**src/rtl/program_loader_pkg.sv**
```systemverilog
// Shared types and constants for the instruction-memory program loader.
package program_loader_pkg;

   typedef enum logic [2:0] {
      ST_IDLE,
      ST_HEADER,
      ST_PAYLOAD,
      ST_CHECK,
      ST_DONE,
      ST_ERROR
   } state_e;

   localparam logic [31:0] DEFAULT_BASE_ADDRESS = 32'h0040_0000;
   localparam int          DEFAULT_MEMORY_DEPTH = 32;

   // Word index must be able to hold MEMORY_DEPTH itself, hence the +1.
   function automatic int word_idx_width(input int depth);
      return $clog2(depth + 1);
   endfunction

   localparam int WORD_IDX_W = word_idx_width(DEFAULT_MEMORY_DEPTH);

endpackage

```
**src/rtl/program_loader_if.sv**
```systemverilog
// Byte-stream input and instruction-memory write port of the loader.
interface program_loader_if;

   logic        byte_valid;
   logic [7:0]  byte_data;
   logic        byte_ready;
   logic        mem_we;
   logic [31:0] mem_addr;
   logic [31:0] mem_wdata;

   modport master (
      input  byte_valid, byte_data,
      output byte_ready, mem_we, mem_addr, mem_wdata
   );

   modport slave (
      output byte_valid, byte_data,
      input  byte_ready, mem_we, mem_addr, mem_wdata
   );

endinterface

```
**src/rtl/program_loader_byte_word_assembler.sv**
```systemverilog
// Packs little-endian stream bytes into 32-bit words; word_ready_o marks the 4th byte.
module byte_word_assembler (
   input  logic        clk,
   input  logic        reset,
   input  logic        clear_i,
   input  logic        byte_en_i,
   input  logic [7:0]  byte_i,
   output logic        word_ready_o,
   output logic [31:0] word_o
);

   logic [1:0]  byte_idx_q, byte_idx_d;
   logic [23:0] shift_q, shift_d;

   // Only the first three bytes are stored; the fourth completes the word directly.
   assign word_ready_o = byte_en_i && (byte_idx_q == 2'd3);
   assign word_o       = {byte_i, shift_q};

   always_comb begin
      // NOTE: every always_comb output gets a default first so no path can infer a latch.
      byte_idx_d = byte_idx_q;
      shift_d    = shift_q;
      if (clear_i) begin
         byte_idx_d = '0;
         shift_d    = '0;
      end else if (byte_en_i) begin
         byte_idx_d = byte_idx_q + 2'd1;
         shift_d    = {byte_i, shift_q[23:8]};
      end
   end

   always_ff @(posedge clk) begin
      // NOTE: state registers use non-blocking assignments so all flops update together.
      if (reset) begin
         byte_idx_q <= '0;
         shift_q    <= '0;
      end else begin
         byte_idx_q <= byte_idx_d;
         shift_q    <= shift_d;
      end
   end

endmodule

```
**src/rtl/program_loader.sv**
```systemverilog
// Loads a framed, checksummed program into instruction memory and holds the core
// in reset until a frame has loaded cleanly.
module program_loader
   import program_loader_pkg::*;
#(
   parameter int          MEMORY_DEPTH = DEFAULT_MEMORY_DEPTH,
   parameter logic [31:0] BASE_ADDRESS = DEFAULT_BASE_ADDRESS
) (
   input  logic              clk,
   input  logic              reset,
   input  logic              start,
   program_loader_if.master  bus,
   output logic              cpu_reset,
   output logic              done,
   output logic              error
);

   localparam int IDX_W = word_idx_width(MEMORY_DEPTH);

   state_e            state_q, state_d;
   logic [7:0]        count_q, count_d;
   logic [IDX_W-1:0]  word_idx_q, word_idx_d;
   logic [7:0]        checksum_q, checksum_d;
   logic              byte_ready_q, byte_ready_d;
   logic              mem_we_q, mem_we_d;
   logic [31:0]       mem_addr_q, mem_addr_d;
   logic [31:0]       mem_wdata_q, mem_wdata_d;
   logic              cpu_reset_q, cpu_reset_d;
   logic              done_q, done_d;
   logic              error_q, error_d;

   logic              accept;
   logic              header_bad;
   logic              last_word;
   logic              word_ready;
   logic [31:0]       word;

   assign accept     = bus.byte_valid && byte_ready_q;
   assign header_bad = (bus.byte_data == 8'd0) ||
                       (32'(bus.byte_data) > 32'(MEMORY_DEPTH));
   assign last_word  = (32'(word_idx_q) + 32'd1) == 32'(count_q);

   byte_word_assembler u_assembler (
      .clk          (clk),
      .reset        (reset),
      .clear_i      (accept && (state_q == ST_HEADER)),
      .byte_en_i    (accept && (state_q == ST_PAYLOAD)),
      .byte_i       (bus.byte_data),
      .word_ready_o (word_ready),
      .word_o       (word)
   );

   always_comb begin
      state_d     = state_q;
      count_d     = count_q;
      word_idx_d  = word_idx_q;
      checksum_d  = checksum_q;
      mem_we_d    = 1'b0;
      mem_addr_d  = mem_addr_q;
      mem_wdata_d = mem_wdata_q;

      unique case (state_q)
         ST_IDLE: begin
            if (start) state_d = ST_HEADER;
         end
         ST_HEADER: begin
            if (accept) begin
               if (header_bad) begin
                  state_d = ST_ERROR;
               end else begin
                  count_d    = bus.byte_data;
                  word_idx_d = '0;
                  checksum_d = '0;
                  state_d    = ST_PAYLOAD;
               end
            end
         end
         ST_PAYLOAD: begin
            if (accept) begin
               checksum_d = checksum_q ^ bus.byte_data;
               if (word_ready) begin
                  mem_we_d    = 1'b1;
                  mem_addr_d  = BASE_ADDRESS + 32'({word_idx_q, 2'b00});
                  mem_wdata_d = word;
                  word_idx_d  = word_idx_q + IDX_W'(1);
                  if (last_word) state_d = ST_CHECK;
               end
            end
         end
         ST_CHECK: begin
            if (accept) state_d = (bus.byte_data == checksum_q) ? ST_DONE : ST_ERROR;
         end
         ST_DONE, ST_ERROR: begin
            if (start) state_d = ST_HEADER;
         end
         default: state_d = ST_IDLE;
      endcase

      // Status outputs are registered decodes of the next state.
      byte_ready_d = (state_d == ST_HEADER) || (state_d == ST_PAYLOAD) || (state_d == ST_CHECK);
      cpu_reset_d  = (state_d != ST_DONE);
      done_d       = (state_d == ST_DONE);
      error_d      = (state_d == ST_ERROR);
   end

   always_ff @(posedge clk) begin
      if (reset) begin
         state_q      <= ST_IDLE;
         count_q      <= '0;
         word_idx_q   <= '0;
         checksum_q   <= '0;
         byte_ready_q <= 1'b0;
         mem_we_q     <= 1'b0;
         mem_addr_q   <= BASE_ADDRESS;
         mem_wdata_q  <= '0;
         cpu_reset_q  <= 1'b1;
         done_q       <= 1'b0;
         error_q      <= 1'b0;
      end else begin
         state_q      <= state_d;
         count_q      <= count_d;
         word_idx_q   <= word_idx_d;
         checksum_q   <= checksum_d;
         byte_ready_q <= byte_ready_d;
         mem_we_q     <= mem_we_d;
         mem_addr_q   <= mem_addr_d;
         mem_wdata_q  <= mem_wdata_d;
         cpu_reset_q  <= cpu_reset_d;
         done_q       <= done_d;
         error_q      <= error_d;
      end
   end

   assign bus.byte_ready = byte_ready_q;
   assign bus.mem_we     = mem_we_q;
   assign bus.mem_addr   = mem_addr_q;
   assign bus.mem_wdata  = mem_wdata_q;
   assign cpu_reset      = cpu_reset_q;
   assign done           = done_q;
   assign error          = error_q;

endmodule

```
**src/flat_wrapper.sv**
```systemverilog
// flat-port wrapper written by rule: the top's interface ports become plain ports
module program_loader_flat import program_loader_pkg::*;
#(
   parameter int          MEMORY_DEPTH = DEFAULT_MEMORY_DEPTH,
   parameter logic [31:0] BASE_ADDRESS = DEFAULT_BASE_ADDRESS
)
  (clk, reset, start, cpu_reset, done, error, bus_byte_valid, bus_byte_data, bus_byte_ready, bus_mem_we, bus_mem_addr, bus_mem_wdata);
  program_loader_if bus_i ();
  input  logic clk;
  input  logic reset;
  input  logic start;
  output logic cpu_reset;
  output logic done;
  output logic error;
  input wire logic [$bits(bus_i.byte_valid)-1:0] bus_byte_valid;
  input wire logic [$bits(bus_i.byte_data)-1:0] bus_byte_data;
  output wire logic [$bits(bus_i.byte_ready)-1:0] bus_byte_ready;
  output wire logic [$bits(bus_i.mem_we)-1:0] bus_mem_we;
  output wire logic [$bits(bus_i.mem_addr)-1:0] bus_mem_addr;
  output wire logic [$bits(bus_i.mem_wdata)-1:0] bus_mem_wdata;
  assign bus_i.byte_valid = bus_byte_valid;
  assign bus_i.byte_data = bus_byte_data;
  assign bus_byte_ready = bus_i.byte_ready;
  assign bus_mem_we = bus_i.mem_we;
  assign bus_mem_addr = bus_i.mem_addr;
  assign bus_mem_wdata = bus_i.mem_wdata;
  program_loader #(.MEMORY_DEPTH(MEMORY_DEPTH), .BASE_ADDRESS(BASE_ADDRESS)) u_core (.clk(clk), .reset(reset), .start(start), .bus(bus_i), .cpu_reset(cpu_reset), .done(done), .error(error));
endmodule
```
**config.mk**
```make
export PLATFORM = sky130hd
export DESIGN_NAME = program_loader_flat
export DESIGN_NICKNAME = d
export VERILOG_FILES = /design/src/rtl/program_loader_pkg.sv /design/src/rtl/program_loader_if.sv /design/src/rtl/program_loader_byte_word_assembler.sv /design/src/rtl/program_loader.sv /design/src/flat_wrapper.sv
export SDC_FILE = /design/constraint.sdc
export NUM_CORES = 1
export LEC_CHECK = 0
export ABC_AREA = 1
export CORE_AREA = 8 8 138 115
export DETAILED_ROUTE_END_ITERATION = 6
export DIE_AREA = 0 0 146 123
export GPL_TIMING_DRIVEN = 0
export MAX_ROUTING_LAYER = met4
export PLACE_DENSITY = 0.5
export SLEW_MARGIN = 20
export SYNTH_ARGS = -nofsm -noshare
export SYNTH_HDL_FRONTEND = slang
export SYNTH_SLANG_ARGS = --single-unit
export TNS_END_PERCENT = 10
```
**constraint.sdc**
```tcl
create_clock -name clk -period 2.7 [get_ports clk]
set_input_delay 0.54 -clock clk [delete_from_list [all_inputs] [get_ports clk]]
set_output_delay 0.54 -clock clk [all_outputs]
set_load 0.01 [all_outputs]
```
### After elaboration in Yosys (flattened, before gate mapping)

Index checks and enable logic that the tools add are counted.

| storage, ports and cells | value |
|---|---|
| input bits | 12 |
| ROM bits | 0 |
| bits in latches | 0 |
| memories kept | 0 |
| output and inout bits | 69 |
| register bits | 120 |
| RAM bits | 0 |
| logic and storage cells | 76 |

| operators by class | value |
|---|---|
| multipliers | 0 |
| add/subtract/negate cells | 4 |
| div/mod/pow operators | 0 |
| muxes and demuxes | 19 |
| reductions and logical operators | 17 |
| $lt $le $gt $ge | 1 |
| bitwise logic cells | 4 |
| shifts and indexed selects | 0 |
| equal/unequal tests | 18 |

Operators with widths:

| operator | count |
|---|---|
| $eq 32x8->1 | 1 |
| $add 23x8->24 const A | 1 |
| $mux 6 | 4 |
| $mux 8 | 3 |
| $mux 3 | 7 |
| $pmux 8 s2 | 1 |
| $eq 3x2->1 const B | 4 |
| $eq 3x3->1 const B | 4 |
| $pmux 3 s4 | 1 |
| $pmux 6 s2 | 1 |
| $eq 8x8->1 | 1 |
| $gt 8x6->1 const B | 1 |
| $logic_not 8->1 | 1 |
| $xor 8x8->8 | 1 |
| $add 6x1->7 const B | 1 |
| $add 6x1->6 const B | 1 |
| $eq 3x1->1 const B | 2 |
| $reduce_and 3->1 | 2 |
| $reduce_or 3->1 | 2 |
| $reduce_and 5->1 | 1 |
| $logic_and 1x1->1 | 4 |
| $ne 2x1->1 const B | 2 |
| $ne 2x2->1 const B | 2 |
| $reduce_and 4->1 | 1 |
| other kinds (9) | 14 |

### Logic depth before layout (Yosys ltp)

| logic depth | value |
|---|---|
| word-level depth | 9 |
| mapped depth | 13 |
| depth with buffers taken out | 13 |

### Modules after synthesis

Synthesis repeated with hierarchy kept, for this count alone.

| unflattened totals | value |
|---|---|
| cells, all modules | 628 |
| area total of the unflattened synthesis | 4,451.8 um^2 |

By module, submodules not included:

| module | cells each | area each (um^2) | instances | seq. area each (um^2) |
|---|---|---|---|---|
| program_loader | 453 | 3,289.4 | 1 | 1,361.3 |
| byte_word_assembler | 175 | 1,162.4 | 1 | 520.5 |

### Least setup slack after synthesis

OpenSTA, ideal clock, no wires.

| timing | value |
|---|---|
| path type | input to register |
| from | in bus_byte_valid |
| to | reg u_core.u_assembler.byte_idx_q[1] |
| setup time | 70 ps |
| required time | 2,630 ps |
| path buffers | 1 |
| arrival | 1,554 ps |
| cell stages on the path | 6 |
| path slack | 1,077 ps |
| cell sequence | nand2_1 > inv_1 > a21oi_2 > inv_2 > buf_2 > a21oi_1 |

| on the way | value |
|---|---|
| cells in the longest elaborated chain, start to end | 3 |
| elaborated cells between the ends (all ways) | 4 |
| those cells by class | reduce/logical (4) |

RTL lines:

| what | line | RTL |
|---|---|---|
| start: declaration | flat_wrapper.sv:15 | `input wire logic [$bits(bus_i.byte_valid)-1:0] bus_byte_valid;` |
| $logic_and 1x1->1 * | program_loader.sv:38 | `assign accept = bus.byte_valid && byte_ready_q;` |
| $logic_and 1x1->1 | program_loader.sv:46 | `.clear_i (accept && (state_q == ST_HEADER)),` |
| $reduce_or 2->1 (no line) | -- |  |
| end signal: assignment | program_loader_byte_word_assembler.sv:38 | `byte_idx_q <= byte_idx_d;` |
| end: declaration | program_loader_byte_word_assembler.sv:12 | `logic [1:0] byte_idx_q, byte_idx_d;` |

Mark *: on every way between the ends. The rest lies on a longest branch, timed or not.
A chain may end at the register's enable or synchronous reset.

### Worst setup path in the final report

| timing | value |
|---|---|
| from | in bus_byte_data[0] |
| to | reg u_core.count_q[5] |

| on the way | value |
|---|---|
| cells in the longest elaborated chain, start to end | 4 |
| elaborated cells between the ends (all ways) | 5 |
| those cells by class | order compare (1); bitwise (1); reduce/logical (3) |

RTL lines:

| what | line | RTL |
|---|---|---|
| start: declaration | flat_wrapper.sv:16 | `input wire logic [$bits(bus_i.byte_data)-1:0] bus_byte_data;` |
| $gt 8x6->1 or $logic_not 8->1 (tied branches) | program_loader.sv:40, program_loader.sv:39 |  |
| $logic_or 1x1->1 * | program_loader.sv:39 | `assign header_bad = (bus.byte_data == 8'd0) \|\|` |
| $not 1->1 (no line) * | -- |  |
| $reduce_and 3->1 (no line) * | -- |  |
| end signal: assignment | program_loader.sv:121 | `count_q <= count_d;` |
| end: declaration | program_loader.sv:21 | `logic [7:0] count_q, count_d;` |

Marked as above.

==> reports/metrics.yaml <==
synth.avg_cell_area_um2: 7.37
final_hold_viol_count: 0
grt_max_degree: 18
post_cts_buffers: 0
maxCapViolCount: 0
slew_viol_final: 0
syn_area_um2: 3990
wl_met1_um: 5780
gp_congestion: 0.861
min_path_cells: 2
area_growth_pct: 29.2
drt-total-wl_um: 11300
status: "finished clean"
start_kind: "primary input"
crit_path_max_fanout: 10
final_cell_mix: "nand2_1, dfxtp_1, a21oi_1"
io_buffers: 54
layout_commonest_cell: "nand2_1"
postCtsHoldBufs: 0
drc_errors: 0
holdPathEnd: "u_core.bus.mem_wdata[4]"
seq_power_share_pct: 47.9
synth_ff_type: "dfxtp_1"
worstPathArrival_ps: 2420
fin_nets: 644
grt_overflow: 0
critPathRequiredTime_ps: 2950
final-seq-area_um2: 1880
dieArea_um2: 18000
wl_met2_um: 4750
tns_ps: 0
wire_per_inst_um: 13.8
drive_gt1_share_pct: 10.4
multiInputGateArea_um2: 1710
vdd_ir_drop_max_uv: 308
hold_class: "flop to flop"
power_switching_mw: 0.736
dp_hpwl_um: 8580
die_y_um: 123
grt_first_pass_wirelength_um: 18400
syn_inst: 541
antenna_found_initial: 0
period_needed_ps: 2170
routed.top_layer: "met4"
diodes: 0
r2r-start: "u_core.word_idx_q[0]"
power.density_nw_per_um2: 573
cts_buffers: 9
async_flop_share_pct: 0
synth-seq-area-share_pct: 47.2
r2r_cells: 12
cts_root_buffer: "clkbuf_16"
worst_slew_pin_slew_ps: 637
htreeDepth: 3
r2r_slack_ps: 850
num_rows: 39
clkSinkCount: 94
path_class: "primary input to flop"
initial_core_util_pct: 29.0
ys_seq_elements: 94
coreArea_um2: 13800
boundaryPins: 81
pwr-share-comb_pct: 8.0
path_clk_slew_ps: 70
clock_latency_ps: 360
routed-wl-met3_um: 579
drtPass1Iterations: 4
via_per_inst: 4.39
clockBufferDepth: 2
fin_crit_sh_pct: 80.4
cts_tree: "done"
grt_setup_unrepaired: "false"
yosysUniqueCellTypes: 32
route.vias.total: 3598
drt_first_iter_violations: 285
fill_cells: 1486
grt_pass1_vias: 3455
synth-edff-count: 0
yosys.area.top_type: "dfxtp_1"
p_int_mw: 2.22
yosysTopAreaCellShare_pct: 47.2
max_freq_mhz: 461
grt_usage_pct: 13.4
p_leak_nw: 2.17
ctsResizeCount: 0
ys_top_cells_by_area: "dfxtp_1, nand2_1, a21oi_1"
ant_nets: 0
die_w_um: 146
setup_viol: 0
p_total_mw: 2.95
min_from: "u_core.bus.mem_wdata[4]"
cp-end-kind: "flop"
ys_warn_count: 0
clock_power_share_pct: 44.1
fin_skew_ps: 6.60
sw_frac_of_total_pct: 24.9
timing.rr.end: "u_core.cpu_reset"
slew_headroom_pct: 57.5
-- power by group through the flow --
stage	logic, mW	registers (mW)	clock network, mW
after floorplan	0.157	1.45	0
after global placement	0.230	1.45	0
after detailed placement	0.232	1.45	0
after CTS	0.232	1.41	1.35
after global routing	0.263	1.42	1.40
final	0.235	1.41	1.30
-- kinds of logic (layout without fill, tap and decap cells) --
| kind of cell | count (synthesis) | count (layout) | share of synthesized area [%] |
|---|---|---|---|
| flip-flops | 94 | 94 | 47.2 |
| XOR/XNOR | 3 | 3 | 0.659 |
| other | 2 | 26 | 0.188 |
| buffers and inverters | 97 | 167 | 12.1 |
| adder cells (fa/ha/maj) | 2 | 2 | 0.627 |
| AO/OA/AOI/OAI | 113 | 113 | 14.9 |
| AND/OR/NAND/NOR | 230 | 230 | 24.4 |
-- worst max-delay path, stage by stage --
cell and delay [ps]:
clkdlybuf4s50_1 500, inv_1 170, nand2_1 90, nor2_1 100
nand2_1 50, nand2_1 130, nand4_1 300, buf_2 310
o21ai_0 170, a21oi_1 50
-- worst max-delay path by stage --
stage	startpoint	to	slack, ps
after floorplan	bus_byte_valid	u_core.u_assembler.byte_idx_q[1]	1080
after global placement	bus_byte_data[0]	u_core.count_q[5]	140
after detailed placement	bus_byte_data[0]	u_core.count_q[5]	130
after CTS	bus_byte_data[0]	u_core.count_q[5]	550
after global routing	bus_byte_valid	u_core.u_assembler.shift_q[11]	420
final	bus_byte_data[0]	u_core.count_q[5]	530
-- registers in the layout, indices dropped and copies added (netlist names), 2 cells and up --
name / flops
u_core.bus.mem_wdata: 32
u_core.u_assembler.shift_q: 24
u_core.checksum_q: 8
u_core.count_q: 8
u_core.bus.mem_addr: 6
u_core.word_idx_q: 6
u_core.state_q: 3
u_core.u_assembler.byte_idx_q: 2
-- synthesized netlist by cell type (3+ instances only) --
library cell  instances
nand2_1             152
dfxtp_1              94
a21oi_1              68
inv_1                44
nand3_1              39
o21ai_0              39
buf_4                27
nor2_1               27
clkbuf_1              8
buf_2                 7
inv_2                 4
nand4_1               4
buf_1                 3
xor2_1                3
-- through the flow --
step / instance area (µm²) / util (%) / std cells / setup slack, ps / hold slack (ps)
5_1_grt: 5150 / 37.5 / 819 / 424 / 484
4_1_cts: 5150 / 37.5 / 819 / 552 / 464
6_report: 5150 / 37.5 / 819 / 530 / 463
3_3_place_gp: 4850 / 35.2 / 803 / 137 / 443
2_1_floorplan: 4080 / - / 565 / 1080 / 433
3_5_place_dp: 4850 / 35.2 / 803 / 133 / 456
-- area by class of cell --
class                   count  share of cell area, %
well taps                 184                   4.47
clock inverters             7                   1.53
inverters                  50                   3.64
flip-flops and latches     94                   36.5
clock buffers               9                   4.37
plain buffers              47                   5.73
repair buffers             54                   10.5
multi-input cells         374                   33.3
-- layer usage --
layer / global-route usage (%) / vias to the layer above
li1: - / 1873
met1: 17.7 / 1632
met2: 19.2 / 81
met3: 3.84 / 12
met4: 4.69 / 0
met5: - / -
Power figures use the tool's default switching activity.
